### config.mk
export PLATFORM = sky130hd
export DESIGN_NAME = snn_layer_router_flat
export DESIGN_NICKNAME = d
export VERILOG_FILES = /design/src/rtl/snn_layer_router_if.sv /design/src/rtl/snn_layer_router.sv /design/src/flat_wrapper.sv
export SDC_FILE = /design/constraint.sdc
export NUM_CORES = 2
export LEC_CHECK = 0
export BUFFER_PORTS_ARGS = -buffer_cell sky130_fd_sc_hd__buf_4
export CAP_MARGIN = 20
export CORE_AREA = 2 2 610 612
export CTS_CLUSTER_DIAMETER = 60
export CTS_CLUSTER_SIZE = 10
export DETAILED_ROUTE_END_ITERATION = 16
export DIE_AREA = 0 0 612 614
export PLACE_DENSITY_LB_ADDON = 0.2
export SKIP_LAST_GASP = 1
export SYNTH_ARGS = -nofsm -noshare
export SYNTH_HDL_FRONTEND = slang
export SYNTH_SLANG_ARGS = --single-unit
### constraint.sdc
create_clock -name clk -period 7.9 [get_ports clk]
set_clock_uncertainty 0.05 [all_clocks]
set_input_delay 1.58 -clock clk [delete_from_list [all_inputs] [get_ports clk]]
set_output_delay 1.58 -clock clk [all_outputs]
set_load 0.01 [all_outputs]
### src/rtl/snn_layer_router_if.sv
// AXI-Stream style spike event channel used on both sides of the layer router.
interface snn_layer_router_if #(
   parameter int unsigned DATA_WIDTH = 32
);
   logic [DATA_WIDTH-1:0] tdata;
   logic                  tvalid;
   logic                  tready;
   logic                  tlast;

   modport master (output tdata, output tvalid, output tlast, input tready);
   modport slave  (input tdata, input tvalid, input tlast, output tready);
endinterface

### src/rtl/snn_layer_router.sv
// Spike-stream router and run sequencer for a bank of attached layer engines.
// Streams are steered combinationally to the active slot; only control state is registered.
module snn_layer_router #(
   parameter int unsigned NUM_SLOTS  = 4,
   parameter int unsigned DATA_WIDTH = 32,
   parameter int unsigned CFG_WORDS  = 8,
   parameter int unsigned CFG_WIDTH  = 32,
   parameter int unsigned TMO_WIDTH  = 20
) (
   input  logic                                   clk,
   input  logic                                   reset,
   input  logic                                   enable,
   snn_layer_router_if.slave                      s_axis,
   snn_layer_router_if.master                     m_axis,
   output logic [NUM_SLOTS*DATA_WIDTH-1:0]        slot_in_tdata,
   output logic [NUM_SLOTS-1:0]                   slot_in_tvalid,
   input  logic [NUM_SLOTS-1:0]                   slot_in_tready,
   output logic [NUM_SLOTS-1:0]                   slot_in_tlast,
   input  logic [NUM_SLOTS*DATA_WIDTH-1:0]        slot_out_tdata,
   input  logic [NUM_SLOTS-1:0]                   slot_out_tvalid,
   output logic [NUM_SLOTS-1:0]                   slot_out_tready,
   input  logic [NUM_SLOTS-1:0]                   slot_out_tlast,
   input  logic [NUM_SLOTS-1:0]                   slot_done,
   output logic [NUM_SLOTS*CFG_WORDS*CFG_WIDTH-1:0] slot_cfg,
   input  logic [3:0]                             cfg_slot,
   input  logic [$clog2(CFG_WORDS):0]             cfg_addr,
   input  logic [CFG_WIDTH-1:0]                   cfg_wdata,
   input  logic                                   cfg_write,
   output logic [CFG_WIDTH-1:0]                   cfg_rdata,
   input  logic [3:0]                             exec_slot,
   input  logic                                   exec_start,
   input  logic [TMO_WIDTH-1:0]                   timeout_limit,
   output logic                                   exec_busy,
   output logic                                   exec_done,
   output logic                                   exec_error,
   output logic [1:0]                             err_code,
   output logic [3:0]                             active_slot,
   output logic [31:0]                            in_count,
   output logic [31:0]                            out_count
);
   localparam int unsigned SW = (NUM_SLOTS > 1) ? $clog2(NUM_SLOTS) : 1;
   localparam int unsigned WW = (CFG_WORDS > 1) ? $clog2(CFG_WORDS) : 1;
   localparam int unsigned AW = $clog2(CFG_WORDS) + 1;
   localparam int unsigned NW = NUM_SLOTS * CFG_WORDS;

   typedef enum logic [1:0] {IDLE, RUN, DRAIN, DONE} state_t;

   state_t                  state;
   logic [CFG_WIDTH-1:0]    cfg_mem [NW];
   logic [NUM_SLOTS-1:0]    slot_en;
   logic [TMO_WIDTH-1:0]    tmo_cnt;
   logic [TMO_WIDTH-1:0]    tmo_inc;
   logic [SW-1:0]           act;
   logic [SW+WW-1:0]        cfg_idx;
   logic                    cfg_slot_ok;
   logic                    exec_slot_ok;
   logic                    run;
   logic                    route;
   logic                    sel_in_ready;
   logic                    sel_out_valid;
   logic [DATA_WIDTH-1:0]   sel_out_data;
   logic                    sel_out_last;
   logic                    sel_done;
   logic                    in_hs;
   logic                    out_hs;
   logic                    drain_ok;
   logic                    tmo_hit;

   assign act          = active_slot[SW-1:0];
   assign cfg_idx      = {cfg_slot[SW-1:0], cfg_addr[WW-1:0]};
   assign cfg_slot_ok  = {1'b0, cfg_slot} < 5'(NUM_SLOTS);
   assign exec_slot_ok = {1'b0, exec_slot} < 5'(NUM_SLOTS);
   assign run          = (state == RUN);
   assign route        = (state == RUN) || (state == DRAIN);
   assign exec_busy    = route;

   for (genvar i = 0; i < NW; i++) begin : g_cfg_flat
      assign slot_cfg[i*CFG_WIDTH +: CFG_WIDTH] = cfg_mem[i];
   end

   // Steer both streams to/from the active slot; all other slots stay quiet.
   always_comb begin
      slot_in_tdata   = '0;
      slot_in_tvalid  = '0;
      slot_in_tlast   = '0;
      slot_out_tready = '0;
      sel_in_ready    = 1'b0;
      sel_out_valid   = 1'b0;
      sel_out_data    = '0;
      sel_out_last    = 1'b0;
      sel_done        = 1'b0;
      for (int k = 0; k < NUM_SLOTS; k++) begin
         if (act == SW'(k)) begin
            sel_in_ready  = slot_in_tready[k];
            sel_out_valid = slot_out_tvalid[k];
            sel_out_data  = slot_out_tdata[k*DATA_WIDTH +: DATA_WIDTH];
            sel_out_last  = slot_out_tlast[k];
            sel_done      = slot_done[k];
            if (run) begin
               slot_in_tvalid[k]                          = s_axis.tvalid;
               slot_in_tdata[k*DATA_WIDTH +: DATA_WIDTH]  = s_axis.tdata;
               slot_in_tlast[k]                           = s_axis.tlast;
            end
            if (route) slot_out_tready[k] = m_axis.tready;
         end
      end
      s_axis.tready = run & sel_in_ready;
      m_axis.tvalid = route & sel_out_valid;
      m_axis.tdata  = route ? sel_out_data : '0;
      m_axis.tlast  = route & sel_out_last;
   end

   assign in_hs    = s_axis.tvalid & s_axis.tready;
   assign out_hs   = m_axis.tvalid & m_axis.tready;
   assign drain_ok = sel_done & (~m_axis.tvalid | m_axis.tready);
   assign tmo_inc  = tmo_cnt + TMO_WIDTH'(1);
   assign tmo_hit  = (timeout_limit != '0) && enable && !in_hs && !out_hs &&
                     (tmo_inc == timeout_limit);

   // Configuration store and registered readback.
   always_ff @(posedge clk) begin
      if (reset) begin
         for (int i = 0; i < NW; i++) cfg_mem[i] <= '0;
         slot_en   <= '0;
         cfg_rdata <= '0;
      end else begin
         if (cfg_write && cfg_slot_ok) begin
            if (cfg_addr[AW-1]) slot_en[cfg_slot[SW-1:0]] <= cfg_wdata[0];
            else                cfg_mem[cfg_idx]          <= cfg_wdata;
         end
         if (!cfg_slot_ok)        cfg_rdata <= '0;
         else if (cfg_addr[AW-1]) cfg_rdata <= CFG_WIDTH'(slot_en[cfg_slot[SW-1:0]]);
         else                     cfg_rdata <= cfg_mem[cfg_idx];
      end
   end

   // Run sequencer: start checks, frame tracking, drain, timeout and statistics.
   always_ff @(posedge clk) begin
      if (reset) begin
         state       <= IDLE;
         active_slot <= '0;
         in_count    <= '0;
         out_count   <= '0;
         err_code    <= '0;
         exec_done   <= 1'b0;
         exec_error  <= 1'b0;
         tmo_cnt     <= '0;
      end else begin
         exec_done  <= 1'b0;
         exec_error <= 1'b0;
         if (in_hs && (in_count != '1))   in_count  <= in_count + 32'd1;
         if (out_hs && (out_count != '1)) out_count <= out_count + 32'd1;
         unique case (state)
            IDLE: begin
               if (exec_start && enable) begin
                  if (!exec_slot_ok) begin
                     exec_error <= 1'b1;
                     err_code   <= 2'd1;
                  end else if (!slot_en[exec_slot[SW-1:0]]) begin
                     exec_error <= 1'b1;
                     err_code   <= 2'd2;
                  end else begin
                     active_slot <= exec_slot;
                     in_count    <= '0;
                     out_count   <= '0;
                     err_code    <= 2'd0;
                     tmo_cnt     <= '0;
                     state       <= RUN;
                  end
               end
            end
            RUN, DRAIN: begin
               if (in_hs || out_hs) tmo_cnt <= '0;
               else if (enable)     tmo_cnt <= tmo_inc;
               if ((state == DRAIN) && drain_ok) begin
                  exec_done <= 1'b1;
                  state     <= DONE;
               end else if (tmo_hit) begin
                  exec_error <= 1'b1;
                  err_code   <= 2'd3;
                  state      <= IDLE;
               end else if (run && in_hs && s_axis.tlast) begin
                  state <= DRAIN;
               end
            end
            DONE:    state <= IDLE;
            default: state <= IDLE;
         endcase
      end
   end
endmodule

### src/flat_wrapper.sv
// flat-port wrapper written by rule: the top's interface ports become plain ports
module snn_layer_router_flat 
#(
   parameter int unsigned NUM_SLOTS  = 4,
   parameter int unsigned DATA_WIDTH = 32,
   parameter int unsigned CFG_WORDS  = 8,
   parameter int unsigned CFG_WIDTH  = 32,
   parameter int unsigned TMO_WIDTH  = 20
)
  (clk, reset, enable, slot_in_tdata, slot_in_tvalid, slot_in_tready, slot_in_tlast, slot_out_tdata, slot_out_tvalid, slot_out_tready, slot_out_tlast, slot_done, slot_cfg, cfg_slot, cfg_addr, cfg_wdata, cfg_write, cfg_rdata, exec_slot, exec_start, timeout_limit, exec_busy, exec_done, exec_error, err_code, active_slot, in_count, out_count, s_axis_tdata, s_axis_tvalid, s_axis_tlast, s_axis_tready, m_axis_tdata, m_axis_tvalid, m_axis_tlast, m_axis_tready);
  snn_layer_router_if #(.DATA_WIDTH(DATA_WIDTH)) s_axis_i ();
  snn_layer_router_if #(.DATA_WIDTH(DATA_WIDTH)) m_axis_i ();
  input  logic clk;
  input  logic reset;
  input  logic enable;
  output logic [NUM_SLOTS*DATA_WIDTH-1:0] slot_in_tdata;
  output logic [NUM_SLOTS-1:0] slot_in_tvalid;
  input  logic [NUM_SLOTS-1:0] slot_in_tready;
  output logic [NUM_SLOTS-1:0] slot_in_tlast;
  input  logic [NUM_SLOTS*DATA_WIDTH-1:0] slot_out_tdata;
  input  logic [NUM_SLOTS-1:0] slot_out_tvalid;
  output logic [NUM_SLOTS-1:0] slot_out_tready;
  input  logic [NUM_SLOTS-1:0] slot_out_tlast;
  input  logic [NUM_SLOTS-1:0] slot_done;
  output logic [NUM_SLOTS*CFG_WORDS*CFG_WIDTH-1:0] slot_cfg;
  input  logic [3:0] cfg_slot;
  input  logic [$clog2(CFG_WORDS):0] cfg_addr;
  input  logic [CFG_WIDTH-1:0] cfg_wdata;
  input  logic cfg_write;
  output logic [CFG_WIDTH-1:0] cfg_rdata;
  input  logic [3:0] exec_slot;
  input  logic exec_start;
  input  logic [TMO_WIDTH-1:0] timeout_limit;
  output logic exec_busy;
  output logic exec_done;
  output logic exec_error;
  output logic [1:0] err_code;
  output logic [3:0] active_slot;
  output logic [31:0] in_count;
  output logic [31:0] out_count;
  input wire logic [$bits(s_axis_i.tdata)-1:0] s_axis_tdata;
  input wire logic [$bits(s_axis_i.tvalid)-1:0] s_axis_tvalid;
  input wire logic [$bits(s_axis_i.tlast)-1:0] s_axis_tlast;
  output wire logic [$bits(s_axis_i.tready)-1:0] s_axis_tready;
  output wire logic [$bits(m_axis_i.tdata)-1:0] m_axis_tdata;
  output wire logic [$bits(m_axis_i.tvalid)-1:0] m_axis_tvalid;
  output wire logic [$bits(m_axis_i.tlast)-1:0] m_axis_tlast;
  input wire logic [$bits(m_axis_i.tready)-1:0] m_axis_tready;
  assign s_axis_i.tdata = s_axis_tdata;
  assign s_axis_i.tvalid = s_axis_tvalid;
  assign s_axis_i.tlast = s_axis_tlast;
  assign s_axis_tready = s_axis_i.tready;
  assign m_axis_tdata = m_axis_i.tdata;
  assign m_axis_tvalid = m_axis_i.tvalid;
  assign m_axis_tlast = m_axis_i.tlast;
  assign m_axis_i.tready = m_axis_tready;
  snn_layer_router #(.NUM_SLOTS(NUM_SLOTS), .DATA_WIDTH(DATA_WIDTH), .CFG_WORDS(CFG_WORDS), .CFG_WIDTH(CFG_WIDTH), .TMO_WIDTH(TMO_WIDTH)) u_core (.clk(clk), .reset(reset), .enable(enable), .s_axis(s_axis_i), .m_axis(m_axis_i), .slot_in_tdata(slot_in_tdata), .slot_in_tvalid(slot_in_tvalid), .slot_in_tready(slot_in_tready), .slot_in_tlast(slot_in_tlast), .slot_out_tdata(slot_out_tdata), .slot_out_tvalid(slot_out_tvalid), .slot_out_tready(slot_out_tready), .slot_out_tlast(slot_out_tlast), .slot_done(slot_done), .slot_cfg(slot_cfg), .cfg_slot(cfg_slot), .cfg_addr(cfg_addr), .cfg_wdata(cfg_wdata), .cfg_write(cfg_write), .cfg_rdata(cfg_rdata), .exec_slot(exec_slot), .exec_start(exec_start), .timeout_limit(timeout_limit), .exec_busy(exec_busy), .exec_done(exec_done), .exec_error(exec_error), .err_code(err_code), .active_slot(active_slot), .in_count(in_count), .out_count(out_count));
endmodule
; ---- Yosys cells after proc, flatten, opt, wreduce, memory -nomap -nowiden
; Memories as Yosys holds them, arrays and structs flattened.
; Index checks and enable logic that the tools add are counted.
[word_totals]
ff_bits = 130
ramBits = 1024
out_inout_bits = 1304
wordCells = 170
mem_count = 1
[classes]
n_addsub = 3
magnitude_cmp = 5
n_eq_ne = 16
n_mux = 94
bitwise = 10
reduce_logical = 30
[mem_list]
columns = memory, words, width, rd, rd_ports_with_merged_regs, wr, line_no
row1 = u_core.cfg_mem, 32, 32, 33, 0, 32, snn_layer_router.sv:49  ; logic [CFG_WIDTH-1:0] cfg_mem [NW];
[ops]
columns = operator, count
row1 = 2-to-1 mux 32 bit, 21
row2 = 2-to-1 mux 20 bit, 5
row3 = "adder 32 x 1 -> 32 bit, second input constant", 2
row4 = "!= test 32 bit, second input constant", 2
row5 = 2-to-1 mux 1 bit, 48
row6 = case mux 20 bit (2 select lines), 1
row7 = OR reduction 32 bit, 1
row8 = 2-to-1 mux 2 bit, 11
row9 = "adder 20 x 1 -> 20 bit, second input constant", 1
row10 = equality test 20 bit, 1
row11 = nonzero test 20 bit, 1
row12 = logical AND 1 bit, 12
row13 = AND reduction 4 bit, 3
row14 = "equality test 2 bit, second input constant", 4
row15 = "< comparator 4 x 3 -> 1 bit, second input constant", 2
row16 = "!= test 2 x 1 -> 1 bit, second input constant", 4
row17 = AND 1 bit, 6
row18 = "< comparator 2 x 3 -> 1 bit, second input constant", 2
row19 = case mux 2 bit (3 select lines), 1
row20 = OR reduction 2 bit, 3
row21 = 2-to-1 mux 5 bit, 1
row22 = AND reduction 5 bit, 1
row23 = binary-select mux 1 bit (select 2 bit), 2
row24 = bitwise mux 4 bit, 1
row25 = 16 further kinds, 22

; ---- Depth between registers and ports, before layout
[depth]
word_depth = 14
depth_mapped = 10
ltp_nobuf = 8

; ---- Worst setup path before layout
; No wires, ideal clock.
[synth_path]
kind = input port to flip-flop
from = input port reset
to = memory u_core.cfg_mem[28][0], enable pin
setup_time_ps = 466
t_arrival_ps = 5097
required_time_ps = 7384
setup_slack_ps = 2287
cell_stages = 7
path_buffers = 3
path_cell_list = clkbuf_1 nor4_1 nand2_1 or3_1 clkbuf_1 clkbuf_1 o21ai_0
[synth_rtl]
columns = item, line_no
row1 = start: declaration, flat_wrapper.sv:14  ; input logic reset;
row2 = end: declaration, snn_layer_router.sv:49

; ---- Worst setup path after layout
[layout_path]
from = register u_core.active_slot[0]
to = output port m_axis_tdata[8]
[layout_between]
elab_chain_cells = 6
elab_cells_between_ends = 9
[layout_lines]
columns = item, line_no
row1 = start: declaration, snn_layer_router.sv:37  ; output logic [3:0] active_slot,
row2 = start signal: assignment, snn_layer_router.sv:163  ; active_slot <= exec_slot;
row3 = logical NOT 2 bit, snn_layer_router.sv:93  ; if (act == SW'(k)) begin
row4 = 2-to-1 mux 32 bit (3 in series), snn_layer_router.sv:93
row5 = 2-to-1 mux 32 bit (*), snn_layer_router.sv:93
row6 = 2-to-1 mux 32 bit (*), snn_layer_router.sv:109  ; m_axis.tdata = route ? sel_out_data : '0;
row7 = end: declaration, flat_wrapper.sv:45  ; output wire logic [$bits(m_axis_i.tdata)-1:0] m_axis_tdata;
; Every way passes the cells marked *; elsewhere a longest branch is shown, timed or not.

==> metrics.txt <==
status=finished clean; Min Hold Slack=427.0 ps; most used cell, CP=buf_4; worst r2r src=u_core.active_slot[1]; crit-path max FO=29; RSZ-0062 raised after global routing=no; TritonCTS buffer count=178; crit path time final=4740 ps; Seq/Total Area, Yosys=0.6200; largest net degree at the start of global routing=83; hold buffer count at cts=0; Initial Util=0.1453; CP Data Arrival Time=3110 ps; layout cell share with drive strength beyond 1=0.4244; fmax=0.2110 GHz; drt pass-1 iters=5; Final Util=0.2097; worst rel slew slack=0.04518; crit path kind=flop to primary output; Async SR Flop Fraction=0; post-DR vias/cell=3.989; largest cells by area after synthesis=edfxtp_1 (57%), and2_1 (12%), mux4_2 (12%); final period utilization=0.6000; FF+latch count, synth=1,154; Bufs on Longest Clock Path=4; Setup crit start kind=flop; count of pins over their slew limit=0; Syn Area/Cell=13.90 um^2; GR Layer Usage met1=0.2155; area share of the largest cell type after synthesis=0.5716; die footprint=375,800 um^2; Worst-Skew Late Latency=890 ps; library cells used by synthesis=70; most common cell after layout, fill and taps aside=buf_4; CP max-delay cell=dfxtp_2; syn nets=4,124; worst slew pin tran=1432 ps; P&R area growth vs syn=44.36%; met2 Use GR=0.3449; max_cap viols=0; post-CTS setup buffer count=0; Final setup violation count=0; Chip Height=614 um; WL/cell=35.68 um; Die W=612 um; final wirelength=374,700 um; drt drc=0; GRT Util Overall=0.1914; post-DP HPWL=288,200 um; global-route wire length before repair=470,300 um; CTS resizes=0; Core ar.=370,200 um^2; CTS sink cnt=1,154; Cell Area, Synth=53,790 um^2; M3 GR Usage=0.05046; Synth Flop Type=edfxtp_1; Worst EP required=6270 ps; vias in the first global route=42,120; worst-path cell chain=buf_4 > mux4_2 > and2_1 > buf_4; Root Driver=clkbuf_16; crit path launch=u_core.active_slot[0]; initial antenna violation count=64; PD cells=219.8 nW/um^2; row cnt=224; Top Ports=1,552; Setup crit end kind=primary output; hold wc startpoint=u_core.slot_en[1]; max incr delay on CP=640 ps; Pleak=28.31 nW; setup TNS=0 ps; grt ovf=0; Mapped Cells=3,869; Hold Path Class=flop to flop; Synth area leader=edfxtp_1; # port buffers=1,551; Fin. Hold Viols=0; vias after detailed routing=41,890; synth warn=0; GPL Wtd Cong=0.8560; most frequent cells in the layout=buf_4 (1,655), and2_1 (1,065), edfxtp_1 (1,024); CTS H-tree depth=4; CTS tree=done; Post-synth EDFFs=1,024; Layout fillers=39,670; final net count=5,606; clock slew at reported path FFs=60 ps; gr busiest metal=met2; VDD IR max=152.1 uV; antenna viol nets, final=0; Iter 0 DRT Violations=3,977
==> stage by stage <==
stage	setup WS (ps)	total power, mW	std cells	cell area [um^2]
4_1_cts	2944	17.34	10460	77550
2_1_floorplan	2287	7.849	3869	53790
3_5_place_dp	2239	9.381	10140	71920
6_report	3160	17.07	10500	77650
5_1_grt	2910	17.58	10470	77560
3_3_place_gp	1984	9.382	10140	71770
==> Yosys cell counts (all sizes together), types with 4 or more instances <==
cell type	number
a21oi	51
a221oi	5
a22oi	115
a31oi	7
a41oi	23
and2	1068
and3	14
and4	12
buf	49
clkbuf	315
dfxtp	130
edfxtp	1024
ha	7
inv	17
mux2	10
mux2i	4
mux4	294
nand2	96
nand2b	5
nand3	47
nand4	26
nor2	264
nor2b	14
nor3	23
nor4	17
o21ai	70
or3	26
or4	12
or4b	4
xnor2	47
xor2	28
==> critical path: cells and delay by family (launching register included) <==
family,cells,cell delay [ps]
simple gates,1,260
mux,1,640
buf+inv,2,740
flops,1,640
==> worst paths after layout <==
| path | to | slack [ps] | depth (start not counted) |
|---|---|---|---|
| worst min-delay path | u_core.slot_en[1] | 430 | 2 |
| worst min register to register | u_core.slot_en[1] | 430 | 2 |
| worst max register to register | u_core.tmo_cnt[18] | 4060 | 8 |
| worst max-delay path | m_axis_tdata[8] | 3160 | 4 |
==> layer usage <==
layer	share of wire	up-vias
met5	0.00013	-
met2	0.51	2062
met3	0.076	412
li1	-	17270
met1	0.37	22140
met4	0.040	6
==> sequential cells by signal (all words and copies together) (netlist names) <==
| signal | count |
|---|---|
| u_core.slot_en | 4 |
| u_core.state | 2 |
| u_core.tmo_cnt | 20 |
| u_core.exec_done | 1 |
| u_core.cfg_rdata | 32 |
| u_core.active_slot | 4 |
| u_core.err_code | 2 |
| u_core.in_count | 32 |
| u_core.out_count | 32 |
| u_core.cfg_mem | 1024 |
| u_core.exec_error | 1 |
==> logic make-up after synthesis <==
logic type | count (synthesis) | synth area share
AND/OR/NAND/NOR | 1645 | 0.1756
flip-flops | 1154 | 0.6200
adder cells (fa/ha/maj) | 7 | 0.001628
AO/OA/AOI/OAI | 299 | 0.03766
buffers and inverters | 381 | 0.02696
multiplexers | 308 | 0.1259
XOR/XNOR | 75 | 0.01221
==> report_power, final <==
group | switching, mW | internal (mW) | leakage (nW)
Sequential | 0.319 | 6.92 | 10.8
Combinational | 1.25 | 0.726 | 14.8
Clock | 3.33 | 4.52 | 2.74
Total | 4.90 | 12.2 | 28.3
==> cell type report <==
| class | count | area [um^2] | share of cell area |
|---|---|---|---|
| Multi-Input combinational cell | 2334 | 19640 | 0.2530 |
| Timing Repair Buffer | 1666 | 12640 | 0.1627 |
| Clock inverter | 83 | 804.5 | 0.01036 |
| Antenna cell | 40 | 100.1 | 0.001289 |
| Tap cell | 4972 | 6221 | 0.08011 |
| Inverter | 17 | 65.06 | 0.0008379 |
| Clock buffer | 236 | 4827 | 0.06216 |
| Sequential cell | 1154 | 33350 | 0.4295 |
No activity file was read; power rests on OpenSTA's default activity.
